### config.mk
export PLATFORM = sky130hd
export DESIGN_NAME = wb_arbiter2
export DESIGN_NICKNAME = d
export VERILOG_FILES = /design/src/rtl/mips_wb_pkg.sv /design/src/rtl/wb_watchdog.sv /design/src/rtl/wb_arbiter2.sv
export SDC_FILE = /design/constraint.sdc
export NUM_CORES = 1
export LEC_CHECK = 0
export ABC_CLOCK_PERIOD_IN_PS = 2050
export CORE_AREA = 2 2 124 126
export CTS_BUF_LIST = sky130_fd_sc_hd__clkbuf_8
export DETAILED_ROUTE_END_ITERATION = 6
export DIE_AREA = 0 0 126 128
export PLACE_DENSITY = 0.52
export RECOVER_POWER = 100
export SLEW_MARGIN = 40
export SYNTH_ARGS = -nofsm -noshare
export SYNTH_HDL_FRONTEND = slang
export SYNTH_SLANG_ARGS = --single-unit
### constraint.sdc
create_clock -name clk -period 2.05 [get_ports clk]
set_input_delay 0.3075 -clock clk [delete_from_list [all_inputs] [get_ports clk]]
set_output_delay 0.3075 -clock clk [all_outputs]
set_load 0.05 [all_outputs]
### src/rtl/mips_wb_pkg.sv
// mips_wb_pkg
//   Shared types and constants for the MIPS core Wishbone master side:
//   arbiter state encoding, master index constants, bus widths, and a
//   helper that turns a master index into a one-hot grant vector.
package mips_wb_pkg;

    typedef enum logic [1:0] {
        ST_IDLE = 2'd0,
        ST_BUSY = 2'd1,
        ST_ERR  = 2'd2
    } arb_state_t;

    localparam logic M_DATA  = 1'b0;
    localparam logic M_INSTR = 1'b1;

    localparam int WB_ADR_W = 32;
    localparam int WB_DAT_W = 32;
    localparam int WB_SEL_W = 4;

    function automatic logic [1:0] grant_onehot(input logic idx);
        return (idx == M_INSTR) ? 2'b10 : 2'b01;
    endfunction

endpackage

### src/rtl/wb_watchdog.sv
// wb_watchdog
//   Stall counter for the arbiter's bus watchdog. Counts cycles while inc
//   is high, returns to zero on clr, and flags expire once the count has
//   reached TIMEOUT_CYCLES-1. TIMEOUT_CYCLES=0 disables it (expire stays 0).
// Ports
//   clk, rst  : clock, synchronous active-high reset
//   clr       : zero the counter (takes priority over inc)
//   inc       : count one stalled cycle
//   expire    : count is at the last allowed stall cycle
module wb_watchdog #(
    parameter int TIMEOUT_CYCLES = 255
) (
    input  logic clk,
    input  logic rst,
    input  logic clr,
    input  logic inc,
    output logic expire
);

    localparam int CNT_W   = (TIMEOUT_CYCLES > 0) ? $clog2(TIMEOUT_CYCLES + 1) : 1;
    localparam int LIMIT_I = (TIMEOUT_CYCLES > 0) ? TIMEOUT_CYCLES - 1 : 0;
    localparam logic [CNT_W-1:0] LIMIT = CNT_W'(LIMIT_I);
    localparam bit ENABLED = (TIMEOUT_CYCLES > 0);

    logic [CNT_W-1:0] count;

    // Saturates at LIMIT; the arbiter leaves BUSY when it gets there anyway.
    always_ff @(posedge clk) begin
        if (rst) begin
            count <= '0;
        end else if (clr) begin
            count <= '0;
        end else if (inc && ENABLED && (count != LIMIT)) begin
            count <= count + 1'b1;
        end
    end

    assign expire = ENABLED && (count == LIMIT);

endmodule

### src/rtl/wb_arbiter2.sv
// wb_arbiter2
//   Two-master Wishbone arbiter. Master 0 is the data master, master 1 the
//   instruction fetch master. Round-robin on ties, the owner keeps the bus
//   for as long as it holds cyc, and a watchdog terminates a stalled strobe
//   with a one-cycle err pulse.
// Ports
//   clk, rst                    : clock, synchronous active-high reset
//   m0_* / m1_*                 : master-side Wishbone (cyc/stb/we/sel/adr/dat in,
//                                 ack/err/dat out)
//   s_*_o / s_dat_i / s_ack_i   : shared slave-side Wishbone
//   grant_o                     : one-hot current owner, 00 when idle
//
// state   | meaning
// IDLE    | no owner, slave outputs 0, arbitrating on cyc
// BUSY    | owner drives the slave bus, ack passed through
// ERR     | watchdog fired, bus forced to 0, wait for owner to drop cyc
module wb_arbiter2
    import mips_wb_pkg::*;
#(
    parameter int TIMEOUT_CYCLES = 255
) (
    input  logic                clk,
    input  logic                rst,

    input  logic                m0_cyc_i,
    input  logic                m0_stb_i,
    input  logic                m0_we_i,
    input  logic [WB_SEL_W-1:0] m0_sel_i,
    input  logic [WB_ADR_W-1:0] m0_adr_i,
    input  logic [WB_DAT_W-1:0] m0_dat_i,
    output logic                m0_ack_o,
    output logic                m0_err_o,
    output logic [WB_DAT_W-1:0] m0_dat_o,

    input  logic                m1_cyc_i,
    input  logic                m1_stb_i,
    input  logic                m1_we_i,
    input  logic [WB_SEL_W-1:0] m1_sel_i,
    input  logic [WB_ADR_W-1:0] m1_adr_i,
    input  logic [WB_DAT_W-1:0] m1_dat_i,
    output logic                m1_ack_o,
    output logic                m1_err_o,
    output logic [WB_DAT_W-1:0] m1_dat_o,

    output logic                s_cyc_o,
    output logic                s_stb_o,
    output logic                s_we_o,
    output logic [WB_SEL_W-1:0] s_sel_o,
    output logic [WB_ADR_W-1:0] s_adr_o,
    output logic [WB_DAT_W-1:0] s_dat_o,
    input  logic [WB_DAT_W-1:0] s_dat_i,
    input  logic                s_ack_i,

    output logic [1:0]          grant_o
);

    arb_state_t state;
    logic       owner;
    logic       last;
    logic       err_pulse;

    logic       next_owner;
    logic       owner_cyc;
    logic       busy_out;
    logic       err_live;
    logic       wd_clr;
    logic       wd_inc;
    logic       wd_expire;
    logic       to_err;

    // Tie goes to whoever was not served last; otherwise the lone requester.
    always_comb begin
        if (m0_cyc_i && m1_cyc_i) begin
            next_owner = ~last;
        end else if (m1_cyc_i) begin
            next_owner = M_INSTR;
        end else begin
            next_owner = M_DATA;
        end
    end

    assign owner_cyc = (owner == M_INSTR) ? m1_cyc_i : m0_cyc_i;

    // Gating with rst drops the slave bus in the very cycle reset is seen,
    // so a reset mid-transfer never leaves a strobe on the bus.
    assign busy_out = (state == ST_BUSY) && !rst;
    assign err_live = (state == ST_ERR) && err_pulse && !rst;

    always_comb begin
        s_cyc_o  = 1'b0;
        s_stb_o  = 1'b0;
        s_we_o   = 1'b0;
        s_sel_o  = '0;
        s_adr_o  = '0;
        s_dat_o  = '0;
        m0_ack_o = 1'b0;
        m1_ack_o = 1'b0;
        m0_dat_o = '0;
        m1_dat_o = '0;
        if (busy_out) begin
            if (owner == M_INSTR) begin
                s_cyc_o  = m1_cyc_i;
                s_stb_o  = m1_stb_i;
                s_we_o   = m1_we_i;
                s_sel_o  = m1_sel_i;
                s_adr_o  = m1_adr_i;
                s_dat_o  = m1_dat_i;
                m1_ack_o = s_ack_i;
            end else begin
                s_cyc_o  = m0_cyc_i;
                s_stb_o  = m0_stb_i;
                s_we_o   = m0_we_i;
                s_sel_o  = m0_sel_i;
                s_adr_o  = m0_adr_i;
                s_dat_o  = m0_dat_i;
                m0_ack_o = s_ack_i;
            end
            // Read data goes to both; each master qualifies it with its own ack.
            m0_dat_o = s_dat_i;
            m1_dat_o = s_dat_i;
        end
    end

    assign m0_err_o = err_live && (owner == M_DATA);
    assign m1_err_o = err_live && (owner == M_INSTR);
    assign grant_o  = ((state != ST_IDLE) && !rst) ? grant_onehot(owner) : 2'b00;

    assign wd_inc = (state == ST_BUSY) && s_stb_o && !s_ack_i;
    assign wd_clr = (state != ST_BUSY) || !s_stb_o || s_ack_i;
    // A same-cycle ack beats the timeout.
    assign to_err = wd_inc && wd_expire;

    wb_watchdog #(
        .TIMEOUT_CYCLES(TIMEOUT_CYCLES)
    ) u_watchdog (
        .clk   (clk),
        .rst   (rst),
        .clr   (wd_clr),
        .inc   (wd_inc),
        .expire(wd_expire)
    );

    always_ff @(posedge clk) begin
        if (rst) begin
            state     <= ST_IDLE;
            owner     <= M_DATA;
            last      <= M_INSTR;
            err_pulse <= 1'b0;
        end else begin
            case (state)
                ST_IDLE: begin
                    err_pulse <= 1'b0;
                    if (m0_cyc_i || m1_cyc_i) begin
                        owner <= next_owner;
                        last  <= next_owner;
                        state <= ST_BUSY;
                    end
                end
                ST_BUSY: begin
                    if (!owner_cyc) begin
                        state <= ST_IDLE;
                    end else if (to_err) begin
                        state     <= ST_ERR;
                        err_pulse <= 1'b1;
                    end
                end
                ST_ERR: begin
                    err_pulse <= 1'b0;
                    if (!owner_cyc) begin
                        state <= ST_IDLE;
                    end
                end
                default: begin
                    state     <= ST_IDLE;
                    err_pulse <= 1'b0;
                end
            endcase
        end
    end

endmodule

==> impl_metrics.toml <==
[run_status]
run_status = "finished clean"

[setup_path]
worstReg2RegEnd = "u_watchdog.count[6]"
req_time_crit_path_ns = 1.74
critical_path.reg2reg.startpoint = "state[0]"
critical_path_class = "register to primary output"
setup.worst_path.start_class = "register"
timing.critical_path.cells = "or3b_4 > clkbuf_16 > nor2_2 > buf_12"
slowest_delay_ns = 0.52
worst_setup_path_startpoint = "state[0]"
r2r.worst_path.cells = 4
cp_data_arrival_time_ns = 1.70
crit_family = "simple AND/OR/NAND/NOR gates"
cp_slowest_cell = "or3b_4"
reg2reg_slack_ns = 0.24
type_of_element_capturing_the_critical_path = "primary output"
cp-endpoint = "s_adr_o[19]"
crit_path_max_fanout = 13
cp_num_cells = 4
worstPathBufferInverterCount = 2

[route]
detail-route-antenna-nets = 0
totalWireLength_um = 13700
wl_per_cell_um = 17.6
drt_drc_violations_left = 0
detail_route.first_pass.iterations = 4
dr.first_iter.drc_count = 57
vias = 3258
drt-vias-per-instance = 4.18

[pwr]
power.static_leakage_nw = 2.74
p_per_area_nw_per_um2 = 342
worst_ir_drop_vdd_uv = 150

[floorplanning]
ios = 318
dieArea_um2 = 16100
core_um2 = 14900
chipWidth_um = 126
starting_density_of_the_core_pct = 14.6
die_height_um = 128
rows = 45

[grt]
globalRouteOverflowTotal = 0
grt_max_degree = 51
global_route_wire_length_before_repair_um = 18700
grt_pass1_vias = 3343
antenna_found_initial = 0
gr-usage-all-layers_pct = 14.8

[clocking]
cts.root.buffer_cell = "clkbuf_8"
cts_htree_levels = 1
number_of_hold_buffers_added_after_cts = 0
tritoncts = "yes"
insertion_delay_ns = 0.24
clkSlewWorstSetupHoldPaths_ns = 0.06
cts_buffer_depth = 2
cts.sink_count = 13
cts-buffers-inserted = 3

[cells_and_area]
final_cell_count_no_fill = 779
syn2layout_area_growth_pct = 236
finish.net_count = 771
post_route_cells_drive_above_1_share_pct = 46.7
postLayoutCellArea_um2 = 7270
antenna_cells = 0
final_core_utilization_pct = 48.9

[logic_synthesis]
synth_top_area_cell = "mux2i_1"
netlist_top_cells_area = "mux2i_1, nor2_1, dfxtp_1"
number_of_nets_produced_by_synthesis = 482
postSynthAreaPerCell_um2 = 7.14
ys.warnings.count = 0
synth_top_cell_area_share_pct = 32.9
synthesis.area_um2 = 2160
synthCells = 303
synthesized_flop_and_latch_total = 13
yosys.cell_types.count = 40
synth-seq-area-share_pct = 12.0

[min_path]
hp-class = "register to register"

[timing]
tightest_slew_ns = 0.542
worst_clock_skew_ns = 0.000917
finalHoldViolations = 0
final.setup.tns_ns = 0
setup_viol = 0
slew_headroom_pct = 63.8
max_freq_ghz = 0.497
timing.final.max_slew_violations = 0
final_period_minus_worst_setup_slack_ns = 2.01
grt_setup_unrepaired = "yes"
finalCritPeriodShare_pct = 98.1

[placed_design]
dp_hpwl_um = 11900
placed_cell_count = 769
gp_congestion = 0.819
port_buffers = 317
postPlaceCellArea_um2 = 7030

[flow_run]
drv.max_cap_violation_count = 0
-- kinds of logic (layout without fill, tap and decap cells) --
kind of cell | after synthesis | after routing | synth area share [%]
adder cells (fa/ha/maj) | 2 | 2 | 1.16
multiplexers | 71 | 71 | 32.9
buffers and inverters | 57 | 345 | 16.4
flip-flops | 13 | 13 | 12.0
XOR/XNOR | 2 | 2 | 0.810
AND/OR/NAND/NOR | 136 | 136 | 29.6
AO/OA/AOI/OAI | 22 | 22 | 7.23
-- routing by layer --
metal	routed length, µm	share of wire (%)	GRT usage [%]
met5	0	0	0
met4	80	0.58	1.55
met3	1250	9.1	3.92
met2	7900	57	32.0
met1	4510	33	14.1
-- power by group --
part	switching [mW]	internal [mW]
clock	0.0922	0.132
combinational	0.950	1.03
sequential	0.0204	0.260
-- cell usage in the layout (no fill, tap or decap), types with 2 or more instances in the layout --
cell type	instances
a211oi_1	3
a21oi_1	3
and2_2	32
and3_1	3
buf_12	143
buf_4	12
buf_8	2
clkbuf_16	4
clkbuf_8	3
clkdlybuf4s50_1	175
dfxtp_1	10
dfxtp_4	2
dlymetal6s2s_1	2
ha_1	2
inv_1	3
mux2i_1	71
nand2_1	6
nand3_1	3
nor2_1	9
nor2_2	62
nor2_4	10
nor3_1	3
o21ai_0	3
xnor2_1	2
-- what timing repair did --
item | 4_1_cts | 5_1_grt
pin swaps | 0 | 1
gates cloned | 0 | 5
buffers inserted | 1 | 0
resized for setup | 4 | 17
setup endpoints to repair | 56 | 116
-- stage by stage --
stage / total power [mW] / setup slack [ns] / hold WS (ns)
2_1_floorplan: 1.16 / -0.244 / 0.413
3_3_place_gp: 2.21 / -0.0483 / 0.457
3_5_place_dp: 2.22 / -0.0329 / 0.475
4_1_cts: 2.46 / -0.0299 / 0.485
5_1_grt: 2.58 / -0.00684 / 0.494
6_report: 2.49 / 0.0387 / 0.486
-- synthesized netlist by cell type, drive strengths merged --
cell,count
nor2,81
mux2i,71
buf,42
and2,32
clkbuf,13
dfxtp,13
nand2,6
a211oi,3
a21oi,3
and3,3
nand3,3
nor3,3
o21ai,3
ha,2
inv,2
or3,2
xnor2,2
a21boi,1
a21o,1
a22o,1
a311oi,1
a31o,1
a31oi,1
a41oi,1
and4,1
nand2b,1
nand4b,1
nor2b,1
nor3b,1
o211ai,1
o21a,1
o21bai,1
o31ai,1
o32ai,1
o41ai,1
or3b,1
-- worst min-delay path by stage --
stage,start,end,slack (ns),cells past startpoint
after CTS,u_watchdog.count[5],u_watchdog.count[5],0.48,2
after global placement,u_watchdog.count[5],u_watchdog.count[5],0.46,2
final,err_pulse,err_pulse,0.49,1
after detailed placement,err_pulse,err_pulse,0.47,1
after global routing,err_pulse,err_pulse,0.49,1
after floorplan,m1_cyc_i,owner,0.41,1
-- final cells by class --
type	instances	area (µm²)
inverters	2	7.51
clock inverters	1	3.75
clock buffers	3	41.3
fillers	1389	7590
flip-flops and latches	13	269
multi-input cells	233	1830
repair buffers	339	4890
well taps	188	235
-- sequential cells by signal, summed over array words and instances, names as in the netlist --
signal,flops
err_pulse,1
state,2
last,1
owner,1
u_watchdog.count,8
No activity file was read; power rests on OpenSTA's default activity.
